===== src/rtl/reg_scoreboard.sv =====
// reg_scoreboard: tracks in-flight register writes from EX to WB and produces
// per-register forwarding codes and the load-use stall. Define REG_SCOREBOARD_STATS_EN for stall_count.
module reg_scoreboard #(
   parameter int NREG      = 8,
   parameter int ADRW      = 3,
   parameter int DEPTH     = 3,
   parameter int LOAD_SLOT = 1,
   parameter int NSRC      = 2,
   localparam int SW       = $clog2(DEPTH + 2)
) (
   input  logic                 clk,
   input  logic                 reset,
   input  logic                 issue_valid,
   input  logic [ADRW-1:0]      issue_adr,
   input  logic                 issue_load,
   input  logic                 flush,
   input  logic [NSRC*ADRW-1:0] src_adr,
   input  logic [NSRC-1:0]      src_use,
   input  logic [NSRC-1:0]      src_commit,
   output logic [NREG*SW-1:0]   status,
   output logic [NSRC*SW-1:0]   src_fwd,
   output logic [NREG-1:0]      pending,
   output logic                 stall
`ifdef REG_SCOREBOARD_STATS_EN
   ,
   output logic [31:0]          stall_count
`endif
);

   logic [DEPTH-1:0]           valid_q, valid_d;
   logic [DEPTH-1:0][ADRW-1:0] adr_q, adr_d;
   logic [DEPTH-1:0]           load_q, load_d;
   logic [SW-1:0]              code [NREG];
   logic                       hazard;

   // Scan oldest to youngest so the lowest-index matching slot overwrites last.
   always_comb begin
      status  = '0;
      pending = '0;
      for (int unsigned r = 0; r < NREG; r++) begin
         code[r] = '0;
         for (int unsigned j = 0; j < DEPTH; j++) begin
            if (valid_q[DEPTH-1-j] && (32'(adr_q[DEPTH-1-j]) == r)) begin
               pending[r] = 1'b1;
               if (load_q[DEPTH-1-j] && ((DEPTH - 1 - j) < LOAD_SLOT))
                  code[r] = SW'(1);
               else
                  code[r] = SW'(DEPTH + 1 - j);
            end
         end
         status[r*SW +: SW] = code[r];
      end
   end

   always_comb begin
      hazard  = 1'b0;
      src_fwd = '0;
      for (int unsigned i = 0; i < NSRC; i++) begin
         if (32'(src_adr[i*ADRW +: ADRW]) < NREG)
            src_fwd[i*SW +: SW] = code[src_adr[i*ADRW +: ADRW]];
         if (src_use[i] && (src_fwd[i*SW +: SW] == SW'(1)))
            hazard = 1'b1;
         if (src_commit[i] && (src_fwd[i*SW +: SW] != '0))
            hazard = 1'b1;
      end
      stall = hazard & ~flush;
   end

   // Flush empties slots 0..DEPTH-2; the entry moving into WB is already committed.
   always_comb begin
      valid_d = {valid_q[DEPTH-2:0], issue_valid & ~stall & ~flush};
      adr_d   = {adr_q[DEPTH-2:0], issue_adr};
      load_d  = {load_q[DEPTH-2:0], issue_load};
      if (flush)
         valid_d[DEPTH-2:0] = '0;
   end

   always_ff @(posedge clk) begin
      if (reset) begin
         valid_q <= '0;
         adr_q   <= '0;
         load_q  <= '0;
      end else begin
         valid_q <= valid_d;
         adr_q   <= adr_d;
         load_q  <= load_d;
      end
   end

`ifdef REG_SCOREBOARD_STATS_EN
   logic [31:0] stall_count_q, stall_count_d;

   always_comb begin
      stall_count_d = stall_count_q;
      if (stall && (stall_count_q != '1))
         stall_count_d = stall_count_q + 32'd1;
   end

   always_ff @(posedge clk) begin
      if (reset)
         stall_count_q <= '0;
      else
         stall_count_q <= stall_count_d;
   end

   assign stall_count = stall_count_q;
`endif

endmodule


===== config.mk =====
export PLATFORM = sky130hd
export DESIGN_NAME = reg_scoreboard
export DESIGN_NICKNAME = d
export VERILOG_FILES = /design/src/rtl/reg_scoreboard.sv
export SDC_FILE = /design/constraint.sdc
export NUM_CORES = 1
export LEC_CHECK = 0
export BUFFER_PORTS_ARGS = -buffer_cell sky130_fd_sc_hd__buf_2
export CAP_MARGIN = 20
export CORE_ASPECT_RATIO = 0.5
export CORE_MARGIN = 2
export CORE_UTILIZATION = 35
export CTS_CLUSTER_SIZE = 12
export DETAILED_ROUTE_END_ITERATION = 10
export GPL_TIMING_DRIVEN = 0
export PLACE_DENSITY = 0.57
export REMOVE_ABC_BUFFERS = 1
export SYNTH_ARGS = -nofsm -noshare
export SYNTH_HDL_FRONTEND = slang
export SYNTH_SLANG_ARGS = --single-unit
export TNS_END_PERCENT = 50

===== constraint.sdc =====
create_clock -name clk -period 6.44 [get_ports clk]
set_input_delay 0.322 -clock clk [delete_from_list [all_inputs] [get_ports clk]]
set_output_delay 0.322 -clock clk [all_outputs]
set_load 0.005 [all_outputs]

# After elaboration in Yosys (flattened, before gate mapping)
# Cells that the tools add are included.
[classes]
add_sub_neg = 0
multipliers = 0
n_div = 0
magnitude_cmp = 2
eq_ne = 23
shifts = 0
n_mux = 59
n_bitwise = 7
reduce_logical = 34
[ops]
columns = ["operator", "count"]
rows = [
  ["$mux W3", 28],
  ["$eq A3 B3 Y1 const B", 12],
  ["$logic_and A1 B1 Y1", 28],
  ["$mux W1", 28],
  ["$bmux W3 S3", 2],
  ["$eq A3 B2 Y1 const B", 6],
  ["$eq A3 B1 Y1 const B", 5],
  ["$logic_not A3 Y1", 3],
  ["$ge A4 B4 Y1 const B", 2],
  ["$not A3 Y4", 2],
  ["$reduce_bool A3 Y1", 2],
  ["$and A1 B1 Y1", 3],
  ["$mux W2", 1],
  ["$not A1 Y1", 2],
  ["$reduce_or A2 Y1", 1],
]
[totals]
register_bits = 13
latch_bits = 0
ramBits = 0
mem_bits_ro = 0
inputBits = 18
output_inout_bits = 39
wordCells = 131
mem_count = 0

# Logic depth before layout (Yosys ltp)
# Gate-level depths: netlist (run 1).
[logic_depth]
depth_word = 18
mapped_depth = 9
mapped_depth_nobuf = 7

# Least setup slack after synthesis (run 1)
# OpenSTA, ideal clock, no wires.
[synth_path]
path_type = "register to output"
from = "reg adr_q, in the netlist adr_d[5]"
to = "out stall"
t_arrival_ns = 2.395
required_ns = 6.118
setup_slack_ns = 3.723
path_stages_with_launch = 10
path_buffers = 2
path_cell_list = "dfxtp_1 > buf_2 > buf_2 > nand4_1 > mux2i_1 > mux4_2 > mux2_2 > or2_0 > o221ai_2 > and2b_1"
[synth_between]
elab_cells_between_ends = 43
cone_classes = "eq/ne (9); mux (18); bitwise (1); reduce/logical (15)"
[synth_rtl]
columns = ["item", "line", "text"]
rows = [
  ["start, declared", "31", "logic [DEPTH-1:0][ADRW-1:0] adr_q, adr_d;"],
  ["start signal, assigned", "85", "adr_q <= adr_d;"],
  ["$eq A3 B3 Y1 *", "43", "if (valid_q[DEPTH-1-j] && (32'(adr_q[DEPTH-1-j]) == r)) begin"],
  ["$logic_and A1 B1 Y1 *", "43", ""],
  ["$mux W3 *", "43", ""],
  ["net status[22]", "20", "output logic [NREG*SW-1:0] status,"],
  ["$bmux W3 S3 *", "60", "src_fwd[i*SW +: SW] = code[src_adr[i*ADRW +: ADRW]];"],
  ["$mux W3 (not written as such) * (2 in series)", "60", ""],
  ["net src_fwd[4]", "21", "output logic [NSRC*SW-1:0] src_fwd,"],
  ["$eq A3 B1 Y1", "61", "if (src_use[i] && (src_fwd[i*SW +: SW] == SW'(1)))"],
  ["$logic_and A1 B1 Y1", "61", ""],
  ["$mux W1", "61", ""],
  ["$mux W1 *", "63", "if (src_commit[i] && (src_fwd[i*SW +: SW] != '0))"],
  ["$and A1 B1 Y1 *", "66", "stall = hazard & ~flush;"],
  ["end, declared", "23", "output logic stall"],
]
# Mark *: on every way through the listed nets, which the timed path passes. The rest lies on a longest branch. The select of a mux whose other input is x is not followed.

# Worst setup path in the final report (run 1)
[layout_path]
from = "reg adr_q, in the netlist adr_d[4]"
to = "out stall"
[layout_between]
elab_chain_cells = 13
elab_cells_between_ends = 43
cone_classes = "eq/ne (9); mux (18); bitwise (1); reduce/logical (15)"
[layout_lines]
columns = ["item", "line"]
rows = [
  ["$eq A3 B3 Y1, or another cell as far along", "43"],
  ["$logic_and A1 B1 Y1", "43"],
  ["$mux W3", "43"],
  ["$bmux W3 S3", "60"],
  ["$mux W3 (not written as such) (2 in series)", "60"],
  ["$eq A3 B1 Y1", "61"],
  ["$logic_and A1 B1 Y1", "61"],
  ["$mux W1", "61"],
  ["$mux W1", "63"],
  ["$mux W1", "61"],
  ["$mux W1 *", "63"],
  ["$and A1 B1 Y1 *", "66"],
]
# Every way passes the cells marked *; elsewhere a longest branch is shown, timed or not. The select of a mux whose other input is x is not followed.

==> results of run 1 <==
==> path summary, 6_finish.rpt <==
path                  from         end  depth (start not counted)  slack, ns
hold / removal       flush  valid_q[0]                          2       0.28
setup reg to reg  adr_d[4]  valid_q[0]                          7       3.43
setup / recovery  adr_d[4]       stall                          8       2.82
hold reg to reg   adr_d[8]    adr_q[8]                          1       0.60
==> per-stage QoR <==
step	instance area, um^2	total power, W	cells
2_1_floorplan	1700	0.000123	204
3_3_place_gp	2070	0.000149	330
3_5_place_dp	2070	0.000150	330
4_1_cts	2120	0.000220	334
5_1_grt	2120	0.000231	334
6_report	2120	0.000218	334
==> worst reg2reg max path, stage by stage, from the launching register on <==
cell      delay (ns)
dfxtp_1         0.74
nand4_1         0.50
mux2i_1         0.24
mux4_2          0.51
mux2_2          0.30
or2_0           0.22
o221ai_2        0.29
nor4b_2         0.09
==> kinds of logic after synthesis <==
logic type	share of synthesized area, %
XOR/XNOR	0.489
flip-flops	14.5
buffers and inverters	6.15
AND/OR/NAND/NOR	44.5
AO/OA/AOI/OAI	20.9
multiplexers	13.4
==> routing by layer <==
layer  vias to the layer above  share of wire (%)  global-route usage [%]  routed length, um
li1                        973                  -                       -                  -
met5                         -                  0                       0                  0
met2                        75                 45                    33.7               2670
met1                       961                 47                    28.1               2760
met4                         0               0.99                    6.67                 58
met3                         7                6.7                    1.67                394
==> sequential cells by signal, summed over array words and instances, names as in the netlist <==
register and cells:
valid_q 3, adr_q 3, adr_d 6, load_q 1
==> power breakdown <==
part	internal [W]	leakage (nW)	switching [W]
clock	0.0000434	0.0228	0.0000254
combinational	0.0000265	0.907	0.0000271
sequential	0.0000836	0.107	0.0000122
total	0.000154	1.04	0.0000646
==> area by class of cell <==
type / count / area (um^2)
Fill cell: 515 / 2820
Clock buffer: 4 / 45.0
Timing Repair Buffer: 56 / 280
Inverter: 6 / 22.5
Multi-Input combinational cell: 185 / 1420
Sequential cell: 13 / 260
Tap cell: 70 / 87.6
==> cell usage in the layout (no fill, tap or decap), drive strengths merged, types with 3 or more instances in the layout <==
| cell | netlist | layout |
|---|---|---|
| nand2 | 19 | 19 |
| mux4 | 3 | 3 |
| nand3 | 14 | 14 |
| a21oi | 4 | 4 |
| and4bb | 3 | 3 |
| buf | 7 | 56 |
| inv | 5 | 5 |
| nand4bb | 8 | 8 |
| nor4bb | 3 | 3 |
| dfxtp | 13 | 13 |
| nand4 | 3 | 3 |
| o21ai | 12 | 12 |
| nor3 | 4 | 4 |
| nor2 | 9 | 9 |
| or2 | 3 | 3 |
| mux2i | 15 | 15 |
| a221oi | 3 | 3 |
| o221a | 4 | 4 |
| clkbuf | 14 | 4 |
| nor2b | 13 | 13 |
| nand4b | 9 | 9 |
| and4b | 8 | 8 |
| nand2b | 4 | 4 |
==> out/metrics.yaml, run 1 <==
clocking:
  post_cts_resized: 0
  worstSkewPairLatency_ns: 0.24
  root_buffer: "clkbuf_8"
  cts_hold_buf: 0
  postCtsSetupRepairBufs: 0
  htree_levels: 1
  cts_tree: "done"
  numCtsBuffers: 3
  cts_buffer_depth: 2
  cts.clk_slew.worst_paths_ns: 0.05
  cts.sinks: 13
setup_path:
  cp_cell_sequence: "nand4_1 -> mux2i_1 -> mux4_2 -> mux2_2 -> or2_0 -> o221ai_2 -> and2b_1 -> buf_2"
  critPathSlowestCell: "dfxtp_1"
  end_kind: "output port"
  cp.arrival_ns: 3.30
  cp_max_fo: 17
  crit_buf_inv: 1
  cpPeakStageDelay_ns: 0.74
  critPathLaunchType: "flip-flop"
  setup.worst_path.class: "flip-flop to output port"
  required_ns: 6.12
  cp_top_family: "multiplexers"
placement:
  dp_hpwl_mm: 4.41
  dp_slack_ns: 3.17
  portBuffers: 56
  gp_congestion: 0.914
route:
  firstDrtPassIters: 4
  drc: 0
  vias_per_cell: 6.04
  detail-route-antenna-nets: 0
  drt_wl_total_mm: 5.88
  drt_iter0_markers: 186
  vias: 2016
  wl_per_cell_um: 17.6
outcome:
  status: "finished, final reports clean"
timing:
  slew_violations: 0
  timing.slew.headroom_pct: 37.2
  tightestPinTransition_ns: 0.940
  setup_ws_ns: 2.82
  finalCritPeriodShare_pct: 56.3
  finalClockSkew_ns: 0.00170
  setup_tns_ns: 0
  final_hold_viol_count: 0
  holdWs_ns: 0.282
  rsz0062_at_grt: "false"
  fin_crit_ns: 3.62
  max_freq_mhz: 276
  setup_viol: 0
global_routing:
  grt_max_degree: 27
  grt_pass1_vias: 1751
  grt_use_total_pct: 20.1
  gr-total-overflow: 0
  antenna_found_initial: 0
  grt_pass1_wl_mm: 9.06
run:
  maxCapViolCount: 0
floorplanning:
  fp.dieH_um: 54.6
  start_util_pct: 36.3
  die_width_um: 105
  num_io_pins: 57
  core_area_um2: 4930
  rows: 18
  dieArea_um2: 5740
layout:
  drive_gt1_share_pct: 27.3
  layout.nets: 283
  fin_util_pct: 42.9
  antenna_cells: 0
  area_delta_synth_final_pct: 18.2
logic_synthesis:
  async_reset_ff_share_pct: 0
  synth_common_cells: "nand2_1 (19), mux2i_1 (15), clkbuf_1 (14), nand3_1 (14)"
  ys.flop_type: "dfxtp_1"
  synth_seq_area_share_pct: 14.5
  synth.distinct_cells: 61
  ys_ff_latch: 13
  synth_top_cell_by_area: "dfxtp_1"
  yosysMostFrequentCell: "nand2_1"
  synth_edf_count: 0
  yosysTopAreaCellShare_pct: 14.5
  syn_avg_cell_area_um2: 7.96
  netlist_instances: 225
  synth_area_um2: 1790
  ys_warn_count: 0
  synth.area.top_cells: "dfxtp_1 (15%), mux2i_1 (8.4%), nand4bb_1 (5.0%), nor2b_1 (4.5%), and4b_1 (4.5%)"
power:
  max-vdd-ir-drop_mv: 0.0712
  p_per_area_nw_per_um2: 103
  leakagePower_nw: 1.04
hold_path:
  min_path_type: "input pin to flip-flop"
No activity file was read; power rests on OpenSTA's default activity.
==> run 2, diff against run 1 <==
PLACE_DENSITY = 0.6   (was 0.57)
clock period = 3.3 ns   (was 6.44 ns; I/O delays follow)
==> run 2 against run 1 <==
- non-clock buffer count grew 3
- combinational power grew 96%
- register-to-register slack lost 2.9 ns
- critical path depth is the same
- die area is the same
- core utilization grew 0.58 points
- wire length grew 0.31%
- global-route usage grew 0.76 points
- total power grew 96%
- first-iteration DRC count grew 5.4%
- largest cell class unchanged
- highest routed layer unchanged
==> out/metrics.yaml, run 2 (synthesis gave the netlist of run 1 again) <==
timing:
  finalCritPeriodShare_pct: 95.4
  fin_crit_ns: 3.15
  setup_viol: 0  # unchanged
  timing.slew.headroom_pct: 51.3  # +14 points
  final_hold_viol_count: 0  # unchanged
  finalClockSkew_ns: 0.00149  # -0.000212 ns
  setup_tns_ns: 0  # unchanged
  tightestPinTransition_ns: 0.721  # -0.219 ns
  rsz0062_at_grt: "false"
  slew_violations: 0  # unchanged
  max_freq_mhz: 318
  holdWs_ns: 0.115  # -0.167 ns
route:
  maxUsedRoutingLayer: "met4"
  vias: 2032  # +0.79%
  vias_per_cell: 6.03  # -0.10%
  firstDrtPassIters: 5  # +1
  drt_iter0_markers: 196  # +5.4%
  drc: 0  # unchanged
  detail-route-antenna-nets: 0  # unchanged
  wl_met1_mm: 2.70  # -2.3%
  wl_met3_um: 405  # +2.8%
  dr_wl_met2_mm: 2.75  # +3.3%
  wl_per_cell_um: 17.5  # -0.59%
  drt_wl_total_mm: 5.90  # +0.31%
setup_path:
  r2r-start: "valid_q[0]"
  cp_max_fo: 17  # unchanged
  cp.arrival_ns: 2.98  # -0.32 ns
  required_ns: 3.13  # -2.99 ns
  crit_path_start: "valid_q[0]"
  setup.worst_path.class: "flip-flop to output port"
  critPathLaunchType: "flip-flop"
  r2r_end: "valid_q[0]"
  end_kind: "output port"
  r2r_slack_ns: 0.55  # -2.88 ns
  r2r_cells: 8  # +1
clocking:
  cts_tree: "done"
  worstSkewPairLatency_ns: 0.24  # about the same
  htree_levels: 1  # unchanged
  root_buffer: "clkbuf_8"
  numCtsBuffers: 3  # unchanged
  cts.sinks: 13  # unchanged
  cts.clk_slew.worst_paths_ns: 0.05  # about the same
  cts_buffer_depth: 2  # unchanged
floorplanning:
  fp.dieH_um: 54.6  # unchanged
  die_width_um: 105  # unchanged
  num_io_pins: 57  # unchanged
  rows: 18  # unchanged
  core_area_um2: 4930  # unchanged
  dieArea_um2: 5740  # unchanged
  start_util_pct: 36.3  # unchanged
outcome:
  status: "finished, final reports clean"
placement:
  portBuffers: 56  # unchanged
  dp_hpwl_mm: 4.41  # about the same
  gp_congestion: 0.915  # +0.13%
layout:
  area_delta_synth_final_pct: 19.8
  layout.nets: 286  # +1.1%
  multi_input_area_um2: 1420  # unchanged
  fill_cells: 496  # -3.7%
  seq_area_um2: 267  # +2.4%
  drive_gt1_share_pct: 30.0  # +2.7 points
  layout_common_cells: "buf_2 (56), nand2_1 (19), mux2i_1 (15)"
  largest_reg_flops: 6  # unchanged
  antenna_cells: 0  # unchanged
  final_common_cell: "buf_2"
power:
  leakagePower_nw: 1.05  # +1.6%
  max-vdd-ir-drop_mv: 0.191  # +170%
  p_per_area_nw_per_um2: 200  # +94%
hold_path:
  holdPathStages: 2  # unchanged
  whs_endpoint: "valid_q[0]"
  min_path_type: "input pin to flip-flop"
  holdCritStartpoint: "flush"
global_routing:
  gr-total-overflow: 0  # unchanged
  antenna_found_initial: 0  # unchanged
  grt_use_total_pct: 20.9  # +0.76 points
  grt_max_degree: 27  # unchanged
  grt_pass1_wl_mm: 9.25  # +2.1%
  grt_pass1_vias: 1849  # +5.6%
run:
  maxCapViolCount: 0  # unchanged
[run 2: cell count changes in the layout (fill, tap and decap cells not counted), sizes merged]
cell and delta:
buf +3
[run 2: worst max-delay path, cell delays in order, from the launching register on]
cell and delay [ns]:
dfxtp_2 0.51, nor4b_4 0.45, mux2i_1 0.17, mux4_2 0.49, mux2_2 0.30, or2_0 0.22, o221ai_2 0.31, and2b_1 0.17
buf_2 0.10
[run 2: power by group]
group | switching [W] | internal, W
combinational | 0.0000527 | 0.0000522
clock | 0.0000507 | 0.0000849
sequential | 0.0000236 | 0.000164
total | 0.000127 | 0.000301
[run 2: stage by stage]
stage / std cells / utilization, % / setup slack (ns) / total power [W] / instance area [um^2]
floorplan: 204 / - / 0.730 / 0.000241 / 1700
global placement: 330 / 42.0 / 0.239 / 0.000289 / 2070
detailed placement: 330 / 42.0 / 0.167 / 0.000292 / 2070
CTS: 334 / 43.0 / 0.149 / 0.000431 / 2120
global route: 337 / 43.5 / 0.0252 / 0.000454 / 2140
finish: 337 / 43.5 / 0.153 / 0.000428 / 2140
[run 2: per-layer routing]
metal | up-vias | GRT usage (%)
met5 | - | 0
met4 | 0 | 7.33
met3 | 4 | 2.14
met2 | 84 | 34.8
met1 | 971 | 28.9
li1 | 973 | -
[run 2: how the worst max path moves through the flow]
stage / endpoint / slack (ns) / depth (start not counted)
after floorplan: stall / 0.73 / 7
after global placement: stall / 0.24 / 8
after detailed placement: stall / 0.17 / 8
after CTS: stall / 0.15 / 8
after global routing: stall / 0.03 / 8
final: stall / 0.15 / 8
[run 2: area by class of cell]
cell class / count / share of cell area, %
Inverter: 6 / 1.05
Clock buffer: 4 / 2.10
Timing Repair Buffer: 59 / 14.1
Multi-Input combinational cell: 185 / 66.2
Sequential cell: 13 / 12.4
Tap cell: 70 / 4.08
[run 2: what timing repair did]
action,CTS,global route
hold buffers,0,0
setup buffers,0,3
resized for setup,4,1
endpoints found under the setup margin,1,1
pin swaps,1,1
==> run 3, diff against run 2 <==
CORE_UTILIZATION = 39   (was 35)
HOLD_SLACK_MARGIN = 0.02   (was default)
PLACE_DENSITY = 0.65   (was 0.6)
==> run 3 against run 2 <==
- core utilization up 4.9 points
- largest power group unchanged
- total power rose by 0.53%
- global-route usage is 1.9 points higher
- clock power hardly changed
==> out/metrics.yaml, run 3 (synthesis gave the netlist of run 1 again) <==
timing:
  finalClockSkew_ns: 0.00127  # -0.000224 ns
  slew_violations: 0  # unchanged
  timing.slew.headroom_pct: 56.9  # +5.6 points
  tightestPinTransition_ns: 0.638  # -0.0829 ns
  max_freq_mhz: 315  # -0.76%
  finalCritPeriodShare_pct: 96.1  # +0.73 points
  setup_tns_ns: 0  # unchanged
  fin_crit_ns: 3.17  # +0.0242 ns
  holdWs_ns: 0.114  # -0.00116 ns
  rsz0062_at_grt: "false"
  setup_viol: 0  # unchanged
  final_hold_viol_count: 0  # unchanged
floorplanning:
  start_util_pct: 40.7  # +4.4 points
  die_width_um: 99.8  # -5.1%
  dieArea_um2: 5180  # -9.7%
  fp.dieH_um: 51.9  # -4.9%
  num_io_pins: 57  # unchanged
  core_area_um2: 4400  # -11%
  rows: 17  # -1
setup_path:
  cp_max_fo: 19  # +2
  end_kind: "output port"
  cp_top_family: "multiplexers"
  critPathSlowestCell: "dfxtp_2"
  cp.arrival_ns: 3.01  # +0.03 ns
  cpPeakStageDelay_ns: 0.55  # +0.04 ns
  setup.worst_path.class: "flip-flop to output port"
  crit_buf_inv: 1  # unchanged
  cp_cell_sequence: "nand4bb_1 -> mux2i_1 -> mux4_2 -> mux2_2 -> or2_0 -> o221ai_2 -> and2b_1 -> buf_2"
  required_ns: 3.13  # about the same
  critPathLaunchType: "flip-flop"
power:
  p_per_area_nw_per_um2: 202  # +1.3%
  intPower_w: 0.000301  # about the same
  p_sw_share_pct: 30.0  # +0.35 points
  p_sw_w: 0.000129  # +1.7%
  leakagePower_nw: 1.05  # unchanged
  max-vdd-ir-drop_mv: 0.223  # +17%
  clockPowerShare_pct: 31.7  # about the same
  p_comb_share_pct: 24.7  # +0.2 points
  pwr-share-seq_pct: 43.5  # -0.3 points
route:
  vias_per_cell: 6.35  # +5.3%
  detail-route-antenna-nets: 0  # unchanged
  wl_per_cell_um: 18.3  # +4.8%
  drt_iter0_markers: 211  # +7.7%
  drc: 0  # unchanged
  vias: 2058  # +1.3%
  drt_wl_total_mm: 5.94  # +0.73%
  firstDrtPassIters: 5  # unchanged
global_routing:
  grt_pass1_wl_mm: 9.32  # +0.75%
  grt_pass1_vias: 1877  # +1.5%
  gr-total-overflow: 0  # unchanged
  grt_use_total_pct: 22.8  # +1.9 points
  grt_max_degree: 27  # unchanged
  antenna_found_initial: 0  # unchanged
layout:
  final_common_cell: "buf_2"
  drive_gt1_share_pct: 30.0  # unchanged
  fill_cells: 430  # -13%
  antenna_cells: 0  # unchanged
  fin_util_pct: 48.3  # +4.9 points
  largest_reg_flops: 6  # unchanged
  layout_common_cells: "buf_2 (56), nand2_1 (19), mux2i_1 (15)"
  layout.nets: 286  # unchanged
  area_delta_synth_final_pct: 18.9
clocking:
  worstSkewPairLatency_ns: 0.24  # about the same
  cts_tree: "done"
  cts_buffer_depth: 2  # unchanged
  cts.clk_slew.worst_paths_ns: 0.05  # about the same
  cts_hold_buf: 0  # unchanged
  cts.sinks: 13  # unchanged
  htree_levels: 1  # unchanged
  root_buffer: "clkbuf_8"
  numCtsBuffers: 3  # unchanged
placement:
  gp_congestion: 0.938  # +2.5%
  portBuffers: 56  # unchanged
  dp_hpwl_mm: 4.33  # -1.7%
hold_path:
  min_path_type: "input pin to flip-flop"
run:
  maxCapViolCount: 0  # unchanged
outcome:
  status: "finished, final reports clean"
[run 3: cell counts in the layout (fill, tap and decap cells not counted)]
No cell type changed its count.
[run 3: power by group through the flow]
| stage | sequential [W] | combinational (W) | clock (W) |
|---|---|---|---|
| final | 0.000187 | 0.000106 | 0.000137 |
| after global routing | 0.000189 | 0.000114 | 0.000149 |
| after CTS | 0.000186 | 0.000103 | 0.000142 |
| after detailed placement | 0.000189 | 0.000103 | 0 |
| after global placement | 0.000188 | 0.000101 | 0 |
| after floorplan | 0.000181 | 0.0000598 | 0 |
[run 3: worst reg2reg max path, delay by kind of cell, from the launching register on]
kind / cells / cell delay [ns]
flip-flops: 1 / 0.55
AND/OR/NAND/NOR: 3 / 0.71
AO/OA/AOI/OAI: 1 / 0.31
multiplexers: 3 / 1.02
[run 3: layout make-up]
cell class / instances / area, um^2 / share of cell area, %
clock buffer: 4 / 45.0 / 2.12
inverter: 6 / 22.5 / 1.06
multi-input combinational: 185 / 1420 / 66.7
sequential: 13 / 267 / 12.5
tap: 57 / 71.3 / 3.35
timing repair buffer: 59 / 303 / 14.2
[run 3: per-stage QoR]
step	setup slack, ns	instances	instance area [um^2]	power, W
CTS	0.139	321	2100	0.000431
global route	0.0329	324	2130	0.000453
global placement	0.202	317	2050	0.000289
finish	0.129	324	2130	0.000430
detailed placement	0.149	317	2050	0.000292
floorplan	0.730	204	1700	0.000241
[run 3: worst paths after layout]
check	from	cells past startpoint	slack (ns)	endpoint
max	adr_d[3]	8	0.13	stall
min	flush	2	0.11	valid_q[0]
max reg2reg	adr_d[3]	7	0.59	valid_q[0]
min reg2reg	adr_d[8]	1	0.61	adr_q[8]
[run 3: metal layers]
metal	GRT usage (%)	share of wire, %	up-vias
met3	2.02	7.9	8
met2	36.8	45	109
met1	32.4	46	975
met4	7.99	0.96	0
met5	0	0	-
li1	-	-	966
[run 3: what timing repair did]
action / CTS / global route
gates resized for setup: 4 / 1
pin swaps: 1 / 1
endpoints found under the setup margin: 1 / 1
setup buffers: 0 / 3
